**config.mk**
```make
export PLATFORM = sky130hd
export DESIGN_NAME = os_timer_bank
export DESIGN_NICKNAME = d
export VERILOG_FILES = /design/src/rtl/os_timer_bank.sv
export SDC_FILE = /design/constraint.sdc
export NUM_CORES = 1
export LEC_CHECK = 0
export BUFFER_PORTS_ARGS = -buffer_cell sky130_fd_sc_hd__buf_4
export CAP_MARGIN = 20
export CORE_MARGIN = 4
export CORE_UTILIZATION = 38
export CTS_CLUSTER_SIZE = 25
export DETAILED_ROUTE_END_ITERATION = 8
export GPL_TIMING_DRIVEN = 0
export PLACE_DENSITY_LB_ADDON = 0.08
export SETUP_SLACK_MARGIN = 0.05
export SLEW_MARGIN = 5
export SYNTH_ARGS = -nofsm -noshare
export SYNTH_HDL_FRONTEND = slang
export SYNTH_SLANG_ARGS = --single-unit
```
**constraint.sdc**
```tcl
create_clock -name clk -period 3.4 [get_ports clk]
set_input_delay 0.68 -clock clk [delete_from_list [all_inputs] [get_ports clk]]
set_output_delay 0.68 -clock clk [all_outputs]
set_load 0.005 [all_outputs]
```
**src/rtl/os_timer_bank.sv**
```systemverilog
// rtl/os_timer_bank.sv - uptime counter plus CHANNELS tick-driven countdown timers with flags and irq
// Ports: clk, rst_n (asynchronous, active-low); reg_addr/reg_we/reg_re/reg_wdata are single-cycle
// register strobes from the mapper decode; reg_rdata is registered read data held until the next
// reg_re; irq is the registered OR of enabled channel flags; tick pulses once per divider period.
module os_timer_bank #(
    parameter int CLK_HZ   = 50000000,
    parameter int TICK_HZ  = 1000,
    parameter int CHANNELS = 4,
    parameter int CNT_W    = 16
) (
    input  logic       clk,
    input  logic       rst_n,
    input  logic [7:0] reg_addr,
    input  logic       reg_we,
    input  logic       reg_re,
    input  logic [7:0] reg_wdata,
    output logic [7:0] reg_rdata,
    output logic       irq,
    output logic       tick
);
    localparam int DIV   = CLK_HZ / TICK_HZ;
    localparam int DIV_W = $clog2(DIV);
    localparam int NB    = CNT_W / 8;

    logic [DIV_W-1:0]    div_cnt;
    logic [CNT_W-1:0]    uptime;
    logic [CNT_W-1:0]    up_snap;
    logic [CNT_W-1:0]    reload   [CHANNELS];
    logic [CNT_W-1:0]    count    [CHANNELS];
    logic [CNT_W-1:0]    cnt_snap [CHANNELS];
    logic [CHANNELS-1:0] en;
    logic [CHANNELS-1:0] periodic;
    logic [CHANNELS-1:0] irq_en;
    logic [CHANNELS-1:0] flag;

    logic [3:0]          page;
    logic [3:0]          off;
    logic [7:0]          rd_next;
    logic [CHANNELS-1:0] ch_sel;
    logic [CHANNELS-1:0] ctrl_wr;
    logic [CHANNELS-1:0] load;
    logic [CHANNELS-1:0] run;
    logic [CHANNELS-1:0] expire;
    logic [CHANNELS-1:0] per_eff;
    logic [CHANNELS-1:0] flag_clr;

    assign page = reg_addr[7:4];
    assign off  = reg_addr[3:0];
    assign tick = (div_cnt == DIV_W'(DIV - 1));

    // Zero-extend to 32 bits so bytes at or above CNT_W/8 read as 0.
    function automatic logic [7:0] byte_of(input logic [CNT_W-1:0] v, input logic [1:0] idx);
        logic [31:0] w;
        w = 32'(v);
        return w[8*idx +: 8];
    endfunction

    always_comb begin
        for (int n = 0; n < CHANNELS; n++) begin
            ch_sel[n]   = (page == 4'(n + 1));
            ctrl_wr[n]  = reg_we && ch_sel[n] && (off == 4'd8);
            load[n]     = ctrl_wr[n] && reg_wdata[0] && !en[n];
            // A ctrl write in a tick cycle decides whether that tick counts; a fresh load swallows it.
            run[n]      = tick && !load[n] && (ctrl_wr[n] ? reg_wdata[0] : en[n]);
            expire[n]   = run[n] && (count[n][CNT_W-1:1] == '0);
            per_eff[n]  = ctrl_wr[n] ? reg_wdata[1] : periodic[n];
            flag_clr[n] = reg_we && (((page == 4'd0) && (off == 4'd4) && reg_wdata[n]) ||
                                     (ch_sel[n] && (off == 4'd9) && reg_wdata[0]));
        end
    end

    always_comb begin
        rd_next = 8'h00;
        if (page == 4'd0) begin
            if (off == 4'd0)      rd_next = uptime[7:0];
            else if (off < 4'd4)  rd_next = byte_of(up_snap, off[1:0]);
            else if (off == 4'd4) rd_next = 8'(flag);
        end
        for (int n = 0; n < CHANNELS; n++) begin
            if (ch_sel[n]) begin
                case (off)
                    4'd0, 4'd1, 4'd2, 4'd3: rd_next = byte_of(reload[n], off[1:0]);
                    4'd4:                   rd_next = count[n][7:0];
                    4'd5, 4'd6, 4'd7:       rd_next = byte_of(cnt_snap[n], off[1:0]);
                    4'd8:                   rd_next = {5'd0, irq_en[n], periodic[n], en[n]};
                    4'd9:                   rd_next = {7'd0, flag[n]};
                    default:                rd_next = 8'h00;
                endcase
            end
        end
    end

    always_ff @(posedge clk or negedge rst_n) begin
        if (!rst_n) begin
            div_cnt   <= '0;
            uptime    <= '0;
            up_snap   <= '0;
            reg_rdata <= '0;
            irq       <= 1'b0;
            en        <= '0;
            periodic  <= '0;
            irq_en    <= '0;
            flag      <= '0;
            for (int n = 0; n < CHANNELS; n++) begin
                reload[n]   <= '0;
                count[n]    <= '0;
                cnt_snap[n] <= '0;
            end
        end else begin
            div_cnt <= tick ? '0 : div_cnt + DIV_W'(1);
            if (tick) uptime <= uptime + CNT_W'(1);
            irq <= |(flag & irq_en);
            if (reg_re) begin
                reg_rdata <= rd_next;
                if ((page == 4'd0) && (off == 4'd0)) up_snap <= uptime;
            end
            for (int n = 0; n < CHANNELS; n++) begin
                if (reg_re && ch_sel[n] && (off == 4'd4)) cnt_snap[n] <= count[n];
                for (int b = 0; b < NB; b++) begin
                    if (reg_we && ch_sel[n] && (off == 4'(b))) reload[n][8*b +: 8] <= reg_wdata;
                end
                if (ctrl_wr[n]) begin
                    en[n]       <= reg_wdata[0];
                    periodic[n] <= reg_wdata[1];
                    irq_en[n]   <= reg_wdata[2];
                end
                // reload here is the pre-edge value, so a same-cycle reload write only affects the next reload.
                if (load[n]) begin
                    count[n] <= reload[n];
                end else if (expire[n]) begin
                    if (per_eff[n]) begin
                        count[n] <= reload[n];
                    end else begin
                        count[n] <= '0;
                        en[n]    <= 1'b0;
                    end
                end else if (run[n]) begin
                    count[n] <= count[n] - CNT_W'(1);
                end
                if (expire[n])        flag[n] <= 1'b1;
                else if (flag_clr[n]) flag[n] <= 1'b0;
            end
        end
    end
endmodule

```
# Word-level counts from Yosys, hierarchy flattened
# Cells that the tools add are included.
dict set report totals {
  output_inout_bits 10
  wordCells 211
  input_bits 20
  register_bits 265
}
dict set report classes {
  bitwise_logic 1
  n_reduce_logical 92
  n_shift 9
  muxes 57
  add_sub_neg 6
  eq_ne 14
  order_cmp 1
}
# op n
set op_table {}
lappend op_table {{variable part select 32 x 6 -> 8 bit} 9}
lappend op_table {{2-to-1 mux 16 bit} 17}
lappend op_table {{case mux 8 bit (5 select lines)} 4}
lappend op_table {{subtractor 16 x 1 -> 16 bit, second input constant} 4}
lappend op_table {{logical AND 1 bit} 62}
lappend op_table {{logical NOT 15 bit} 4}
lappend op_table {{2-to-1 mux 8 bit} 7}
lappend op_table {{adder 16 x 1 -> 16 bit, second input constant} 2}
lappend op_table {{2-to-1 mux 1 bit} 28}
lappend op_table {{equality test 4 x 3 -> 1 bit, second input constant} 5}
lappend op_table {{equality test 16 bit, second input constant} 1}
lappend op_table {{equality test 4 x 2 -> 1 bit, second input constant} 4}
lappend op_table {{nonzero test 3 bit} 4}
lappend op_table {{equality test 4 x 1 -> 1 bit, second input constant} 2}
lappend op_table {{equality test 4 bit, second input constant} 2}
lappend op_table {{logical NOT 1 bit} 8}
lappend op_table {{logical NOT 4 bit} 2}
lappend op_table {{nonzero test 2 bit} 4}
lappend op_table {{OR reduction 4 bit} 2}
lappend op_table {{bitwise AND 4 bit} 1}
lappend op_table {{logical OR 1 bit} 4}
lappend op_table {{less-than comparator 4 x 3 -> 1 bit, second input constant} 1}
lappend op_table {{2-to-1 mux 4 bit} 1}
lappend op_table {{OR reduction 3 bit} 1}
lappend op_table {{AND reduction 2 bit} 1}

# Longest topological paths before layout
dict set report depth {
  ltp_word 11
  ltp_mapped 10
  ltp_nobuf 8
}

# Worst setup path after synthesis
# No wires, ideal clock.
dict set report synth_timing {
  path_kind {input to register}
  startpoint {in reg_addr[3]}
  endpoint {reg count[8] (netlist bit)}
  cell_stages 8
  required_ps 3284
  path_buffers 2
  setup_ps 116
  arrival_time_ps 3008
  slack_ps 277
  path_cell_list {clkbuf_1 nor4b_2 nand3_1 mux2i_1 o41ai_1 buf_2 nand2_1 o311ai_0}
}
dict set report synth_via {
  elab_chain_cells 10
  elab_cells_between_ends 14
  classes_between {eq/ne (1); mux (5); reduce/logical (8)}
}
# element line_no
set synth_lines {}
lappend synth_lines {{from (decl)} 13} ;# input logic [7:0] reg_addr,
lappend synth_lines {{equality test 4 bit *} 61} ;# ctrl_wr[n] = reg_we && ch_sel[n] && (off == 4'd8);
lappend synth_lines {{logical AND 1 bit *} 61}
lappend synth_lines {{logical AND 1 bit (2 in series)} 62} ;# load[n] = ctrl_wr[n] && reg_wdata[0] && !en[n];
lappend synth_lines {{logical NOT 1 bit} 64} ;# run[n] = tick && !load[n] && (ctrl_wr[n] ? reg_wdata[0] : en[n]);
lappend synth_lines {{logical AND 1 bit (2 in series)} 64}
lappend synth_lines {{logical AND 1 bit} 65} ;# expire[n] = run[n] && (count[n][CNT_W-1:1] == '0);
lappend synth_lines {{2-to-1 mux 16 bit} 130} ;# end else if (expire[n]) begin
lappend synth_lines {{2-to-1 mux 16 bit} 128} ;# if (load[n]) begin
lappend synth_lines {{to (signal, indexed assignment)} 129} ;# count[n] <= reload[n];
lappend synth_lines {{to (signal, indexed assignment)} 132} ;# count[n] <= reload[n];
lappend synth_lines {{to (signal, indexed assignment)} 138} ;# count[n] <= count[n] - CNT_W'(1);
lappend synth_lines {{to (decl)} 29} ;# logic [CNT_W-1:0] count [CHANNELS];
# Mark *: on every way between the ends. The rest lies on a longest branch, timed or not.
# A chain may end at the register's enable or synchronous reset.

# Final worst setup path
dict set report layout_timing {
  startpoint {in reg_addr[2]}
  endpoint {reg reg_rdata[6]}
}
dict set report layout_via {
  elab_chain_cells 8
  elab_cells_between_ends 24
  classes_between {order compare (1); eq/ne (9); mux (11); reduce/logical (3)}
}
# element line_no
set layout_lines {}
lappend layout_lines {{less-than comparator 4 x 3 -> 1 bit} 76} ;# else if (off < 4'd4) rd_next = byte_of(up_snap, off[1:0]);
lappend layout_lines {{2-to-1 mux 8 bit} 76}
lappend layout_lines {{2-to-1 mux 8 bit} 75} ;# if (off == 4'd0) rd_next = uptime[7:0];
lappend layout_lines {{2-to-1 mux 8 bit} 74} ;# if (page == 4'd0) begin
lappend layout_lines {{2-to-1 mux 8 bit (3 in series)} 80} ;# if (ch_sel[n]) begin
lappend layout_lines {{2-to-1 mux 8 bit *} 80}
lappend layout_lines {{to (signal assigned)} 114} ;# reg_rdata <= rd_next;
lappend layout_lines {{to (decl)} 17} ;# output logic [7:0] reg_rdata,
# Marks and branches as above.

==> flow_metrics.env <==
export IMPL_finalClockSkew_ps=8.21
export IMPL_syn_inst=1263
export IMPL_cts_tree="yes"
export IMPL_clkSlewWorstSetupHoldPaths_ps=60
export IMPL_gr_total_overflow=0
export IMPL_track_usage_pct=24.8
export IMPL_antenna_found_initial=3
export IMPL_fp_dieH_um=189
export IMPL_crit_chain="buf_4 > buf_2 > clkdlybuf4s15_1 > buf_1 > mux2i_1 > o22ai_1 > o21ai_0 > o2111ai_1 > o21a_1"
export IMPL_min_period_over_period_pct=97.9
export IMPL_synth_compound_area_share_pct=16.6
export IMPL_slew_headroom_pct=29.3
export IMPL_critPathSlowestCell="clkdlybuf4s15_1"
export IMPL_cts_root_buf="clkbuf_16"
export IMPL_htree_levels=1
export IMPL_cts_sinks=225
export IMPL_port_buffers=23
export IMPL_synthesis_nets=1289
export IMPL_crit_path_end_kind="register"
export IMPL_routed_wl_mm=44.9
export IMPL_yosys_area_share_simple_pct=17.6
export IMPL_drcViolationCount=0
export IMPL_setup_viol=0
export IMPL_syn_area_per_cell_um2=9.82
export IMPL_yosys_register_bits=225
export IMPL_grt_pass1_wl_mm=67.9
export IMPL_drtIter0Drc=923
export IMPL_finish_net_count=1346
export IMPL_cpPeakStageDelay_ps=750
export IMPL_peakVddDrop_uv=331
export IMPL_worst_setup_path_type="input port to register"
export IMPL_tns_ps=0
export IMPL_numCtsBuffers=27
export IMPL_critical_path_peak_fanout=10
export IMPL_die_w_um=189
export IMPL_status="finished, final reports clean"
export IMPL_clk_latency_ps=540
export IMPL_antenna_cells=0
export IMPL_tightestPinTransition_ps=1060
export IMPL_rows=65
export IMPL_cts_buffer_depth=3
export IMPL_synth_area_top_cells="dfrtp_1, mux2_2, mux2i_1"
export IMPL_place_congestion=0.976
export IMPL_synth_top_area_share_pct=45.4
export IMPL_detail_route_antenna_nets=0
export IMPL_synth_xor_area_share_pct=1.98
export IMPL_period_minus_slack_ps=3330
export IMPL_synthAdderAreaFrac_pct=0.605
export IMPL_first_pass_iters=6
export IMPL_die_area_um2=35600
export IMPL_synth_area_mux_share_pct=14.6
export IMPL_core_um2=31900
export IMPL_p_per_area_nw_per_um2=505
export IMPL_detailed_place_hpwl_mm=32.1
export IMPL_use_met3_pct=3.95
export IMPL_drive_gt1_share_pct=16.9
export IMPL_grt_busiest_layer="met2"
export IMPL_synth_seq_area_share_pct=45.4
export IMPL_synth_edf_count=0
export IMPL_synth_cell_types=80
export IMPL_grt_max_degree=98
export IMPL_crit_family="buffers and inverters"
export IMPL_leakage_uw=0.00625
export IMPL_met2_usage_pct=36.8
export IMPL_avgRoutedWirePerCell_um=25.3
export IMPL_yosys_area_top_type="dfrtp_1"
export IMPL_layout_cells_non_filler=1774
export IMPL_critPathBufInv=4
export IMPL_synth_top_family_by_area="simple AND/OR/NAND/NOR gates"
export IMPL_dpl_cell_area_um2=13200
export IMPL_fillers=3169
export IMPL_async_flop_share_pct=100
export IMPL_drv_slew=0
export IMPL_routed_via_density=6.05
export IMPL_maxCapViolCount=0
export IMPL_hold_viol=0
export IMPL_hold_path_class="input port to async pin"
export IMPL_required_ps=3820
export IMPL_maxClockFrequency_mhz=300
export IMPL_stdcell_area_um2=14200
export IMPL_synthToLayoutAreaGrowth_pct=14.4
export IMPL_route_vias_total=10700
export IMPL_synthFlopType="dfrtp_1"
export IMPL_utilization_pct=44.5
export IMPL_grt_pass1_vias=10600
export IMPL_synth_warnings=0
export IMPL_cp_arrival_ps=3750
export IMPL_start_util_pct=38.9
export IMPL_place_inst=1726
export IMPL_io_pins=30
export IMPL_netlist_area_um2=12400
export IMPL_critPathLaunchType="input port"
export IMPL_grtUsageMet1_pct=36.5
export IMPL_rsz0062_at_grt="no"
## cells in the final DEF, fill, tap and decap left out, drive strengths merged, types with 7 or more instances in the layout
cell type,n
a211oi,14
a21o,8
a21oi,55
a221o,13
a22oi,16
a31oi,7
a32oi,7
and2,9
and3,12
buf,47
clkbuf,99
dfrtp,225
inv,21
mux2,108
mux2i,59
nand2,120
nand3,52
nand4,18
nor2,96
nor2b,7
nor3,40
nor4,14
nor4b,7
o211ai,17
o21a,9
o21ai,70
o22ai,15
o311ai,7
o31ai,10
or2,7
or3,17
or4,13
xnor2,12
xor2,16
## cell usage after synthesis (17+ instances only)
cell	n
a21oi_1	55
clkbuf_1	61
dfrtp_1	225
inv_1	20
mux2_2	108
mux2i_1	59
nand2_1	120
nand3_1	52
nand4_1	18
nor2_1	96
nor3_1	40
o211ai_1	17
o21ai_0	68
## what timing repair did
| action | 4_1_cts | 5_1_grt |
|---|---|---|
| resized for setup | 5 | 12 |
| hold buffers | 0 | 0 |
| setup endpoints to repair | 13 | 21 |
| pin swaps | 1 | 0 |
| buffers inserted | 1 | 0 |
## final cells by class
cell class                 instances  area, um^2  area share (%)
multi-input combinational        936        6390            45.1
sequential                       225        5630            39.7
clock buffer                      39         811            5.72
tap                              435         544            3.84
buffer                            80         345            2.43
timing repair buffer              29         260            1.83
clock inverter                     9         120           0.847
inverter                          21        81.3           0.573
## state kept, by name, indices dropped and copies added (netlist names), 4 cells and up
register   count
flag           4
reg_rdata      8
uptime        16
cnt_snap      32
periodic       4
reload        64
up_snap        8
irq_en         4
en             4
count         64
div_cnt       16
## power breakdown
group          internal (uW)  switching [uW]
Combinational            410             799
Sequential              2800             141
Clock                   1870            1150
## worst register-to-register path: stages, from the launching register on
cell	delay, ps
dfrtp_1	420
ha_1	260
and3_1	250
nand4_1	240
clkbuf_1	670
buf_1	720
nor4_1	150
a21oi_1	180
o311ai_0	130
## worst paths after layout
check                      slack (ps)         start            to  cells past startpoint
setup / recovery                   70   reg_addr[2]  reg_rdata[6]                      9
hold / removal                     20         rst_n     count[11]                      1
setup reg to reg                  230    div_cnt[0]     count[60]                      8
hold reg to reg                   460    uptime[15]    uptime[15]                      1
max in group asynchronous        2580         rst_n     count[53]                      2
min in group clk                  420  reg_wdata[2]    reload[26]                      2
## metrics by stage
| stage | power (uW) | worst slack (ps) | hold WS [ps] |
|---|---|---|---|
| CTS | 7200 | 51.1 | 12.9 |
| floorplan | 3710 | 277 | 384 |
| global placement | 4150 | -956 | 457 |
| global route | 7460 | 57.4 | 29.4 |
| finish | 7170 | 69.9 | 15.2 |
| detailed placement | 4160 | -696 | 461 |
## routing by layer
metal	vias to the layer above	part of all wire [%]	routed length (um)
li1	4828	-	-
met1	5390	46	20800
met2	409	43	19400
met3	95	6.6	2960
met4	2	4.0	1780
met5	-	0.029	13
## logic make-up after synthesis
logic type / count (synthesis)
flip-flops: 225
XOR/XNOR: 28
AO/OA/AOI/OAI: 298
buffers and inverters: 102
adder cells (fa/ha/maj): 6
AND/OR/NAND/NOR: 437
multiplexers: 167
(Power assumes the default switching activity.)
